[src/rtl/prf_pkg.sv]
// -----------------------------------------------------------------------------
// prf_pkg
// Shared sizes and types for the PRF free list.
//   PRF_width / ARF_width : tag and architectural index widths
//   FL_SIZE               : free-list depth (PRF_NUM - ARF_NUM, power of two)
//   prf_tag_t             : physical register tag
//   fl_ptr_t              : free-list pointer, index plus one wrap bit
// -----------------------------------------------------------------------------
package prf_pkg;
    localparam int PRF_width = 6;
    localparam int ARF_width = 5;
    localparam int PRF_NUM   = 1 << PRF_width;
    localparam int ARF_NUM   = 1 << ARF_width;
    localparam int FL_SIZE   = PRF_NUM - ARF_NUM;
    localparam int FL_IDX_W  = $clog2(FL_SIZE);

    typedef logic [PRF_width-1:0] prf_tag_t;
    typedef logic [FL_IDX_W:0]    fl_ptr_t;
endpackage

[src/rtl/prf_free_list_if.sv]
// -----------------------------------------------------------------------------
// prf_free_list_if
// Dispatch and ROB-commit signals of the free list.
//   master : dispatch/ROB side (drives requests and commit info)
//   slave  : free list (drives tag, grant, empty, free count)
// -----------------------------------------------------------------------------
interface prf_free_list_if;
    import prf_pkg::*;

    logic     id_dispatch_req_in;
    prf_tag_t fl_PRF_num_out;
    logic     fl_grant_out;
    logic     fl_empty_out;
    fl_ptr_t  fl_free_count_out;
    logic     ROB_commit_in;
    logic     ROB_has_dest_in;
    prf_tag_t ROB_old_PRF_num_in;
    logic     ROB_branch_mispredict_in;

    modport master (
        output id_dispatch_req_in, ROB_commit_in, ROB_has_dest_in,
               ROB_old_PRF_num_in, ROB_branch_mispredict_in,
        input  fl_PRF_num_out, fl_grant_out, fl_empty_out, fl_free_count_out
    );

    modport slave (
        input  id_dispatch_req_in, ROB_commit_in, ROB_has_dest_in,
               ROB_old_PRF_num_in, ROB_branch_mispredict_in,
        output fl_PRF_num_out, fl_grant_out, fl_empty_out, fl_free_count_out
    );
endinterface

[src/rtl/fl_wrap_ptr.sv]
// -----------------------------------------------------------------------------
// fl_wrap_ptr
// Wrap-bit pointer register (index + wrap bit), wraps naturally modulo 2^W.
//   clock, reset : clock, async active-low clear to RST_VAL
//   i_inc        : advance by one
//   i_load       : load i_load_val (has priority over i_inc)
//   o_ptr        : current pointer
// -----------------------------------------------------------------------------
module fl_wrap_ptr
    import prf_pkg::*;
#(
    parameter fl_ptr_t RST_VAL = '0
) (
    input  logic    clock,
    input  logic    reset,
    input  logic    i_inc,
    input  logic    i_load,
    input  fl_ptr_t i_load_val,
    output fl_ptr_t o_ptr
);
    fl_ptr_t r_ptr;

    always_ff @(posedge clock or negedge reset) begin
        if (!reset)
            r_ptr <= RST_VAL;
        else if (i_load)
            r_ptr <= i_load_val;
        else if (i_inc)
            r_ptr <= r_ptr + fl_ptr_t'(1);
    end

    assign o_ptr = r_ptr;
endmodule

[src/rtl/prf_free_list.sv]
// -----------------------------------------------------------------------------
// prf_free_list
// Circular FIFO of free PRF tags. Dispatch pops at the speculative head, ROB
// commit pushes stale tags at the tail, and a retirement head lets a
// mispredicted branch restore the speculative head in one cycle.
//   clock, reset : clock, async active-low reset
//   fl (slave)   : dispatch request / grant / tag, empty, free count,
//                  ROB commit, has_dest, old tag, mispredict
// Optional feature macro: FL_EMPTY_BYPASS_EN -- when the list is empty and a
// non-squashing commit returns a tag, that tag is handed straight to dispatch.
// -----------------------------------------------------------------------------
module prf_free_list
    import prf_pkg::*;
(
    input  logic            clock,
    input  logic            reset,
    prf_free_list_if.slave  fl
);
    prf_tag_t r_entry [FL_SIZE];

    fl_ptr_t  w_spec_head, w_retire_head, w_tail, w_retire_head_next, w_count;
    logic     w_empty, w_push, w_squash, w_bypass, w_grant;

    // Pointers carry a wrap bit, so plain subtraction gives 0..FL_SIZE.
    assign w_count  = w_tail - w_spec_head;
    assign w_empty  = (w_count == '0);
    assign w_push   = fl.ROB_commit_in & fl.ROB_has_dest_in;
    assign w_squash = fl.ROB_commit_in & fl.ROB_branch_mispredict_in;

`ifdef FL_EMPTY_BYPASS_EN
    assign w_bypass = w_empty & w_push & ~fl.ROB_branch_mispredict_in;
`else
    assign w_bypass = 1'b0;
`endif

    // A squash returns every speculative tag this cycle, so any pop is dropped.
    assign w_grant = fl.id_dispatch_req_in & (~w_empty | w_bypass) & ~w_squash;

    // Squash target includes the retirement happening this very cycle.
    assign w_retire_head_next = w_retire_head + fl_ptr_t'(w_push);

    fl_wrap_ptr #(.RST_VAL('0)) u_spec_head (
        .clock      (clock),
        .reset      (reset),
        .i_inc      (w_grant),
        .i_load     (w_squash),
        .i_load_val (w_retire_head_next),
        .o_ptr      (w_spec_head)
    );

    fl_wrap_ptr #(.RST_VAL('0)) u_retire_head (
        .clock      (clock),
        .reset      (reset),
        .i_inc      (w_push),
        .i_load     (1'b0),
        .i_load_val ('0),
        .o_ptr      (w_retire_head)
    );

    fl_wrap_ptr #(.RST_VAL(fl_ptr_t'(FL_SIZE))) u_tail (
        .clock      (clock),
        .reset      (reset),
        .i_inc      (w_push),
        .i_load     (1'b0),
        .i_load_val ('0),
        .o_ptr      (w_tail)
    );

    // After reset the list holds every tag not mapped to an ARF register.
    always_ff @(posedge clock or negedge reset) begin
        if (!reset) begin
            for (int i = 0; i < FL_SIZE; i++)
                r_entry[i] <= prf_tag_t'(ARF_NUM + i);
        end else if (w_push) begin
            r_entry[w_tail[FL_IDX_W-1:0]] <= fl.ROB_old_PRF_num_in;
        end
    end

    // No write bypass: a pushed tag becomes visible at the head next cycle.
    assign fl.fl_PRF_num_out    = w_bypass ? fl.ROB_old_PRF_num_in
                                           : r_entry[w_spec_head[FL_IDX_W-1:0]];
    assign fl.fl_grant_out      = w_grant;
    assign fl.fl_empty_out      = w_empty;
    assign fl.fl_free_count_out = w_count;

    // A push into a full list means the ROB released a tag it never held.
    always @(posedge clock) begin
        if (reset && w_push)
            assert (w_count != fl_ptr_t'(FL_SIZE))
                else $error("prf_free_list: push into full free list");
    end
endmodule

[src/flat_wrapper.sv]
// flat-port wrapper written by rule: the top's interface ports become plain ports
module prf_free_list_flat import prf_pkg::*;
  (clock, reset, fl_id_dispatch_req_in, fl_ROB_commit_in, fl_ROB_has_dest_in, fl_ROB_old_PRF_num_in, fl_ROB_branch_mispredict_in, fl_fl_PRF_num_out, fl_fl_grant_out, fl_fl_empty_out, fl_fl_free_count_out);
  prf_free_list_if fl_i ();
  input  logic clock;
  input  logic reset;
  input wire logic [$bits(fl_i.id_dispatch_req_in)-1:0] fl_id_dispatch_req_in;
  input wire logic [$bits(fl_i.ROB_commit_in)-1:0] fl_ROB_commit_in;
  input wire logic [$bits(fl_i.ROB_has_dest_in)-1:0] fl_ROB_has_dest_in;
  input wire logic [$bits(fl_i.ROB_old_PRF_num_in)-1:0] fl_ROB_old_PRF_num_in;
  input wire logic [$bits(fl_i.ROB_branch_mispredict_in)-1:0] fl_ROB_branch_mispredict_in;
  output wire logic [$bits(fl_i.fl_PRF_num_out)-1:0] fl_fl_PRF_num_out;
  output wire logic [$bits(fl_i.fl_grant_out)-1:0] fl_fl_grant_out;
  output wire logic [$bits(fl_i.fl_empty_out)-1:0] fl_fl_empty_out;
  output wire logic [$bits(fl_i.fl_free_count_out)-1:0] fl_fl_free_count_out;
  assign fl_i.id_dispatch_req_in = fl_id_dispatch_req_in;
  assign fl_i.ROB_commit_in = fl_ROB_commit_in;
  assign fl_i.ROB_has_dest_in = fl_ROB_has_dest_in;
  assign fl_i.ROB_old_PRF_num_in = fl_ROB_old_PRF_num_in;
  assign fl_i.ROB_branch_mispredict_in = fl_ROB_branch_mispredict_in;
  assign fl_fl_PRF_num_out = fl_i.fl_PRF_num_out;
  assign fl_fl_grant_out = fl_i.fl_grant_out;
  assign fl_fl_empty_out = fl_i.fl_empty_out;
  assign fl_fl_free_count_out = fl_i.fl_free_count_out;
  prf_free_list u_core (.clock(clock), .reset(reset), .fl(fl_i));
endmodule
[config.mk]
export PLATFORM = sky130hd
export DESIGN_NAME = prf_free_list_flat
export DESIGN_NICKNAME = d
export VERILOG_FILES = /design/src/rtl/prf_pkg.sv /design/src/rtl/prf_free_list_if.sv /design/src/rtl/fl_wrap_ptr.sv /design/src/rtl/prf_free_list.sv /design/src/flat_wrapper.sv
export SDC_FILE = /design/constraint.sdc
export NUM_CORES = 1
export LEC_CHECK = 0
export CAP_MARGIN = 20
export CORE_UTILIZATION = 55
export CTS_BUF_LIST = sky130_fd_sc_hd__clkbuf_4 sky130_fd_sc_hd__clkbuf_8 sky130_fd_sc_hd__clkbuf_16
export DETAILED_ROUTE_END_ITERATION = 7
export PLACE_DENSITY_LB_ADDON = 0.12
export SLEW_MARGIN = 20
export SYNTH_ARGS = -nofsm -noshare
export SYNTH_HDL_FRONTEND = slang
export SYNTH_SLANG_ARGS = --single-unit
[constraint.sdc]
create_clock -name clock -period 8 [get_ports clock]
set_input_delay 2.4 -clock clock [delete_from_list [all_inputs] [get_ports clock]]
set_output_delay 2.4 -clock clock [all_outputs]
set_load 0.05 [all_outputs]
==> Word-level counts from Yosys, hierarchy flattened <==
Index checks and enable logic that the tools add are counted.
{ "totals": {"regBits": 210, "out_inout_bits": 14, "inputBits": 12, "word_cells": 62} }
{ "op_classes": {"reduce_logical": 3, "addsub": 5, "magnitude_cmp": 3, "bitwise": 8, "muxes": 8} }
{ "ops": {"columns": ["operator", "n"], "rows": [
  ["$bwmux W192", 1],
  ["$bmux W6 S5", 1],
  ["$demux W6 S5", 1],
  ["$mux W6", 5],
  ["$add A6 B1 Y6 const B", 3],
  ["$ge A6 B6 Y1 const B", 2],
  ["$not A5 Y6", 2],
  ["$add A6 B1 Y6", 1],
  ["$logic_not A6 Y1", 1],
  ["$lt A6 B1 Y1 const B", 1],
  ["$sub A6 B6 Y6", 1],
  ["$and A1 B1 Y1", 4],
  ["$not A1 Y1", 2],
  ["$reduce_bool A2 Y1", 1],
  ["$logic_and A1 B1 Y1", 1]
]} }

==> Longest topological paths before layout <==
{ "depth": {"ltp_word": 7, "mapped_depth": 10, "ltp_nobuf": 10} }

==> By module <==
Synthesis repeated with hierarchy kept, for this count alone.
{ "hier_totals": {"hier_cells": 779, "hier_area_um2": 10553.9} }
{ "modules_own_cells": {"columns": ["module", "instances", "seq_area_each_um2", "area_each_um2", "cells_per_inst"], "rows": [
  ["prf_free_list", 1, 4944.7, 9572.9, 677],
  ["fl_wrap_ptr (u_core.u_retire_head ...)", 2, 150.1, 326.6, 34],
  ["fl_wrap_ptr (u_core.u_tail)", 1, 151.4, 327.8, 34]
]} }

==> Least setup slack after synthesis <==
Ideal clock, no wire load.
{ "synth_path": {"path_kind": "register to output", "startpoint": "register u_core.u_spec_head.r_ptr[2] (netlist: u_core.u_spec_head.o_ptr[2])", "endpoint": "output fl_fl_grant_out", "setup_slack_ps": 2041, "path_buffers": 1, "arrival_ps": 3559, "required_ps": 5600, "path_stages_with_launch": 9, "cell_sequence": "dfrtp_1 > inv_1 > buf_1 > ha_1 > xor2_1 > nor4b_1 > mux2i_1 > o41ai_4 > nor2_1"} }
{ "synth_between": {"elab_chain_len": 5} }
{ "synth_rtl": {"columns": ["element", "line", "text"], "rows": [
  ["from (decl)", "fl_wrap_ptr.sv:21", "fl_ptr_t r_ptr;"],
  ["from (signal assigned)", "fl_wrap_ptr.sv:27", "r_ptr <= i_load_val;"],
  ["from (signal assigned)", "fl_wrap_ptr.sv:29", "r_ptr <= r_ptr + fl_ptr_t'(1);"],
  ["$sub A6 B6 Y6", "prf_free_list.sv:25", "assign w_count = w_tail - w_spec_head;"],
  ["via fl_fl_free_count_out[2]", "flat_wrapper.sv:15", "output wire logic [$bits(fl_i.fl_free_count_out)-1:0] fl_fl_free_count_out;"],
  ["$logic_not A6 Y1", "prf_free_list.sv:26", "assign w_empty = (w_count == '0);"],
  ["$not A1 Y1", "prf_free_list.sv:37", "assign w_grant = fl.id_dispatch_req_in & (~w_empty | w_bypass) & ~w_squash;"],
  ["$and A1 B1 Y1 (2 in series)", "prf_free_list.sv:37", null],
  ["to (decl)", "flat_wrapper.sv:13", "output wire logic [$bits(fl_i.fl_grant_out)-1:0] fl_fl_grant_out;"]
]} }
The timed path passes the listed nets, and every way through them passes these cells.

==> Worst setup path in the final report <==
{ "layout_path": {"startpoint": "input fl_id_dispatch_req_in", "endpoint": "output fl_fl_grant_out"} }
{ "layout_between": {"elab_chain_len": 2} }
{ "layout_rtl": {"columns": ["element", "line", "text"], "rows": [
  ["from (decl)", "flat_wrapper.sv:7", "input wire logic [$bits(fl_i.id_dispatch_req_in)-1:0] fl_id_dispatch_req_in;"],
  ["$and A1 B1 Y1 (2 in series)", "prf_free_list.sv:37", null]
]} }
No other way between the ends.

==> qor.txt <==
Vias per cell = 6.048
Post-CTS resize count = 0
Crit. Startpoint = fl_id_dispatch_req_in
Worst setup margin = 1.525 ns
Area after DPL = 10550 um^2
Max Clock Skew = 0.007527 ns
CTS Buf Count = 23
Routed vias = 5643
Capturing point of the worst reg2reg path = u_core.u_spec_head.o_ptr[5]
Cell Rows = 49
Top Ports = 26
CTS sink count = 210
Placer Congestion = 0.7840
Min-delay worst type = flop to flop
Layout cells sized above 1 = 54.34%
Synth cell types = 44
# fillers = 1348
VDD IR-drop max = 0.0006186 V
Critical Path Sink = fl_fl_grant_out
CTS tree = done
Fmax = 154.4 MHz
Final hold violations = 0
P per Cell Area = 401.4 nW/um^2
CTS max path bufs = 3
Final Net Count = 712
Die W = 137.7 um
Slew HR = 35.73%
Pre-CTS WS = 1.528 ns
CP Max Fanout = 7
R2R setup slack = 4.82 ns
Final period util = 80.94%
Reg2Reg Launch Point = u_core.u_spec_head.o_ptr[0]
Async S/R FF share, synth = 100.0%
CP required = 5.60 ns
Layout area overhead = 11.86%
Clock Latency Late Sink = 0.51 ns
Final instance area = 11320 um^2
Height of the die = 137.7 um
Synth Net Count = 697
Detailed Route Iter0 Violations = 250
Worst hold margin = 0.4847 ns
Mapped Area = 10120 um^2
Placed cell count = 890
GRT Overall Usage = 24.78%
Final worst path period need = 6.475 ns
Slew Limit Fails = 0
Leakage power = 4.848 nW
Drt pass-1 iters = 6
Final Setup Violations = 0
RSZ-0062 raised after global routing = false
Drt wl/cell = 23.10 um
Post-synth EDFFs = 0
Starting density of the core = 56.16%
Clock H-tree levels = 1
Core area = 18020 um^2
Worst EP arrival = 4.08 ns
Commonest non-fill, non-tap cell in the layout = mux2_2
Die area = 18950 um^2
Initial antenna violation count = 1
Post-Route WL = 21550 um
DP HPWL = 13980 um
Least-Margin Pin Slew = 0.9640 ns
Setup tns final = 0 ns
GRT overflow = 0
ANT nets after route = 0
Most frequent cells in the layout = mux2_2 (150), dfstp_2 (113), dfrtp_1 (95)
Buffer count from post-CTS setup fixing = 0
Finished Layout Cells = 933
Predominant post-synthesis flop cell = dfstp_2
Register area share after synthesis = 53.31%
FF+latch count, synth = 210
Cts hold-fix bufs = 0
WS Path Type = input port to primary output
Residual DRC = 0
Post-synthesis cell count = 671
Pin count of the biggest net entering global routing = 81
Clk root buf = clkbuf_16
Vias in the first global route = 5923
Avg Cell Area, Syn = 15.09 um^2
Worst-path clk slew = 0.06 ns
Count of input and output buffers = 25
Worst Setup Start Kind = input port
CP Capture Type = primary output
Max-cap viol count = 0
Synth Warn # = 0
Status = finished clean
Reg2Reg Depth = 9
First-pass GRT wire length = 34500 um
## synth_stat cells (3+ instances only)
master	count	area share [%]
nand2_1	46	1.7
nor2_1	25	0.93
ha_1	13	1.6
a31oi_1	3	0.19
dfrtp_1	97	24
mux2_1	43	4.8
mux4_2	60	13
mux2_2	150	17
clkbuf_1	33	1.2
nand3_1	5	0.25
xor2_1	10	0.87
nand4_1	4	0.25
nor3b_1	3	0.22
dfstp_2	113	29
a21oi_1	3	0.15
xnor2_1	8	0.69
and2_1	3	0.19
buf_2	6	0.30
and3_1	4	0.25
inv_1	8	0.30
or3_1	3	0.19
## power breakdown
group | internal, mW | switching, mW
clock network | 0.663 | 0.416
logic | 0.819 | 0.881
registers | 1.50 | 0.266
## flip-flops by register name (all words and copies together), names as in the netlist
signal	flops
u_core.r_entry	192
u_core.u_retire_head.o_ptr	6
u_core.u_spec_head.o_ptr	6
u_core.u_tail.o_ptr	6
## worst min-delay path by stage
stage	slack, ns	endpoint	cells after the start	startpoint
detailed placement	0.47	u_core.r_entry[43]	1	u_core.r_entry[43]
CTS	0.49	u_core.r_entry[43]	1	u_core.r_entry[43]
finish	0.48	u_core.u_retire_head.o_ptr[5]	1	u_core.u_retire_head.o_ptr[5]
global placement	0.46	u_core.r_entry[44]	1	u_core.r_entry[44]
floorplan	0.45	u_core.r_entry[106]	1	u_core.r_entry[106]
global route	0.51	u_core.r_entry[112]	1	u_core.r_entry[112]
## metrics by stage
step	total power, mW	utilization (%)
5_1_grt	4.796	62.81
2_1_floorplan	3.003	-
3_5_place_dp	3.492	58.55
6_report	4.546	62.83
4_1_cts	4.587	62.93
3_3_place_gp	3.426	58.55
## cell type report
type	instances	area, um^2	share of cell area (%)
Sequential cell	210	5401	47.70
Multi-Input combinational cell	412	4536	40.05
Clock buffer	34	689.4	6.088
Tap cell	229	286.5	2.530
Timing Repair Buffer	31	279.0	2.464
Clock inverter	8	100.1	0.8839
Inverter	8	30.03	0.2652
Antenna cell	1	2.502	0.02210
## metal layers
layer	up-vias	wire length [um]	GRT usage [%]
met1	2986	9673	35.60
met4	0	463	6.838
li1	2513	-	-
met2	112	10350	39.42
met5	-	0	0
met3	32	1064	3.716
## worst max-delay path, cell delays in order
cell,delay (ns)
clkdlybuf4s50_1,0.57
o41ai_4,0.16
nor2_1,0.13
clkdlybuf4s50_1,0.81
## cells by family after synthesis
group / Yosys count / share of synthesized area, %
AND/OR/NAND/NOR: 105 / 4.832
buffers and inverters: 49 / 1.891
multiplexers: 255 / 35.01
flip-flops: 210 / 53.31
AO/OA/AOI/OAI: 20 / 1.595
XOR/XNOR: 18 / 1.557
adder cells (fa/ha/maj): 14 / 1.805
Note: power is estimated with default switching activity, not from simulation.
==> variant, RTL diff (same flow settings) <==
The option `FL_EMPTY_BYPASS_EN` is turned on by a define.
--- a/src/rtl/prf_free_list.sv
+++ b/src/rtl/prf_free_list.sv
@@ -9,6 +9,8 @@
 // Optional feature macro: FL_EMPTY_BYPASS_EN -- when the list is empty and a
 // non-squashing commit returns a tag, that tag is handed straight to dispatch.
 // -----------------------------------------------------------------------------
+`define FL_EMPTY_BYPASS_EN
+
 module prf_free_list
     import prf_pkg::*;
 (
Check against the original RTL: no difference found for any inputs over 4 cycles, from zero or initial values and one cycle with reset low; that may be too few to reach the edited logic, so the function may still have changed.
==> variant against the original RTL <==
The flow now finishes with violations (design-rule violations). Sequential cell count stayed put. Critical path depth is 3 higher. Final area is 1.0% higher. Worst setup slack worse by 0.64 ns. Worst hold slack better by 0.0034 ns. Largest power group unchanged. Sequential share of layout area is 0.47 points lower. Area after synthesis is 1.3% higher. Total power is 0.23% higher. Global-route usage is 0.71 points higher. Wire length is 7.5% higher.
==> variant: results (changes against the original RTL) <==
<table>
<tr><th>Metric</th><th>Value</th></tr>
<tr><th colspan="2">Place</th></tr>
<tr><td>Dpl cell area</td><td>10700 um2 (+1.3%)</td></tr>
<tr><td>Dpl hpwl</td><td>15000 um (+7.2%)</td></tr>
<tr><td>Worst setup slack after placement</td><td>0.895 ns (-0.633 ns)</td></tr>
<tr><th colspan="2">Yosys</th></tr>
<tr><td>Area fraction in compound gates after synthesis</td><td>0.0360 (+0.0200)</td></tr>
<tr><td>Mux share of post-synthesis cell area</td><td>0.325 (-0.0251)</td></tr>
<tr><td>Number of nets in the synthesized netlist</td><td>765 (+9.8%)</td></tr>
<tr><th colspan="2">Setup path</th></tr>
<tr><td>Reg2reg path depth</td><td>11 (+2)</td></tr>
<tr><td>Reg-to-reg critical path endpoint</td><td>u_core.u_spec_head.o_ptr[4]</td></tr>
<tr><th colspan="2">Outcome</th></tr>
<tr><td>Outcome</td><td>finished, violations left</td></tr>
<tr><td>Violations in the final reports</td><td>design-rule violations</td></tr>
<tr><th colspan="2">Pwr</th></tr>
<tr><td>Clock-net power</td><td>1.03 mW (-5%)</td></tr>
<tr><td>Sequential Power Share</td><td>0.391 (+0.002)</td></tr>
<tr><td>Static Leakage</td><td>4.92 nW (+1.4%)</td></tr>
<tr><th colspan="2">Route</th></tr>
<tr><td>Wl on met1</td><td>10500 um (+8.8%)</td></tr>
<tr><td>Total number of vias</td><td>6137 (+8.8%)</td></tr>
<tr><td>Uppermost metal layer occupied by signal nets</td><td>met5</td></tr>
<tr><td>Metal3 WL</td><td>1050 um (-1.0%)</td></tr>
<tr><td>DRC</td><td>10 (+10)</td></tr>
<tr><th colspan="2">Layout</th></tr>
<tr><td>Buffers outside the clock class</td><td>37 (+19%)</td></tr>
<tr><td>Clock-cell share of area</td><td>0.0653 (-0.00441)</td></tr>
<tr><td>Number of multi-input logic gates</td><td>476 (+16%)</td></tr>
<tr><td>Non-filler instance count after layout</td><td>1003 (+7.5%)</td></tr>
<tr><th colspan="2">Timing</th></tr>
<tr><td>Period Utilization, post-route</td><td>0.890 (+0.0805)</td></tr>
<tr><th colspan="2">Global routing</th></tr>
<tr><td>Routing usage on met1</td><td>0.354 (-0.00193)</td></tr>
<tr><td>First-pass GRT wire length</td><td>37500 um (+8.8%)</td></tr>
<tr><td>GR met3 Demand/Resource</td><td>0.0404 (+0.00324)</td></tr>
</table>
variant: changes by cell type in the layout (fill, tap and decap cells not counted), moves of 13 or more:
cell	before	now
sky130_fd_sc_hd__o21ai_0	2	15
sky130_fd_sc_hd__mux2_1	43	22
sky130_fd_sc_hd__a21oi_1	3	17
sky130_fd_sc_hd__mux2i_1	2	36
sky130_fd_sc_hd__mux4_2	60	36
sky130_fd_sc_hd__mux2_2	150	170
variant: kinds of logic after synthesis:
kind of cell    count (synthesis)
buf+inv                        53
flops                         210
fa+ha+maj                      14
compound gates                 59
xor+xnor                       22
simple gates                  117
mux                           264
variant: worst min-delay path by stage:
| stage | end | slack [ns] |
|---|---|---|
| 5_1_grt | u_core.r_entry[112] | 0.50 |
| 3_3_place_gp | u_core.r_entry[13] | 0.46 |
| 6_report | u_core.r_entry[112] | 0.49 |
| 3_5_place_dp | u_core.r_entry[112] | 0.48 |
| 2_1_floorplan | u_core.r_entry[109] | 0.45 |
| 4_1_cts | u_core.r_entry[112] | 0.49 |
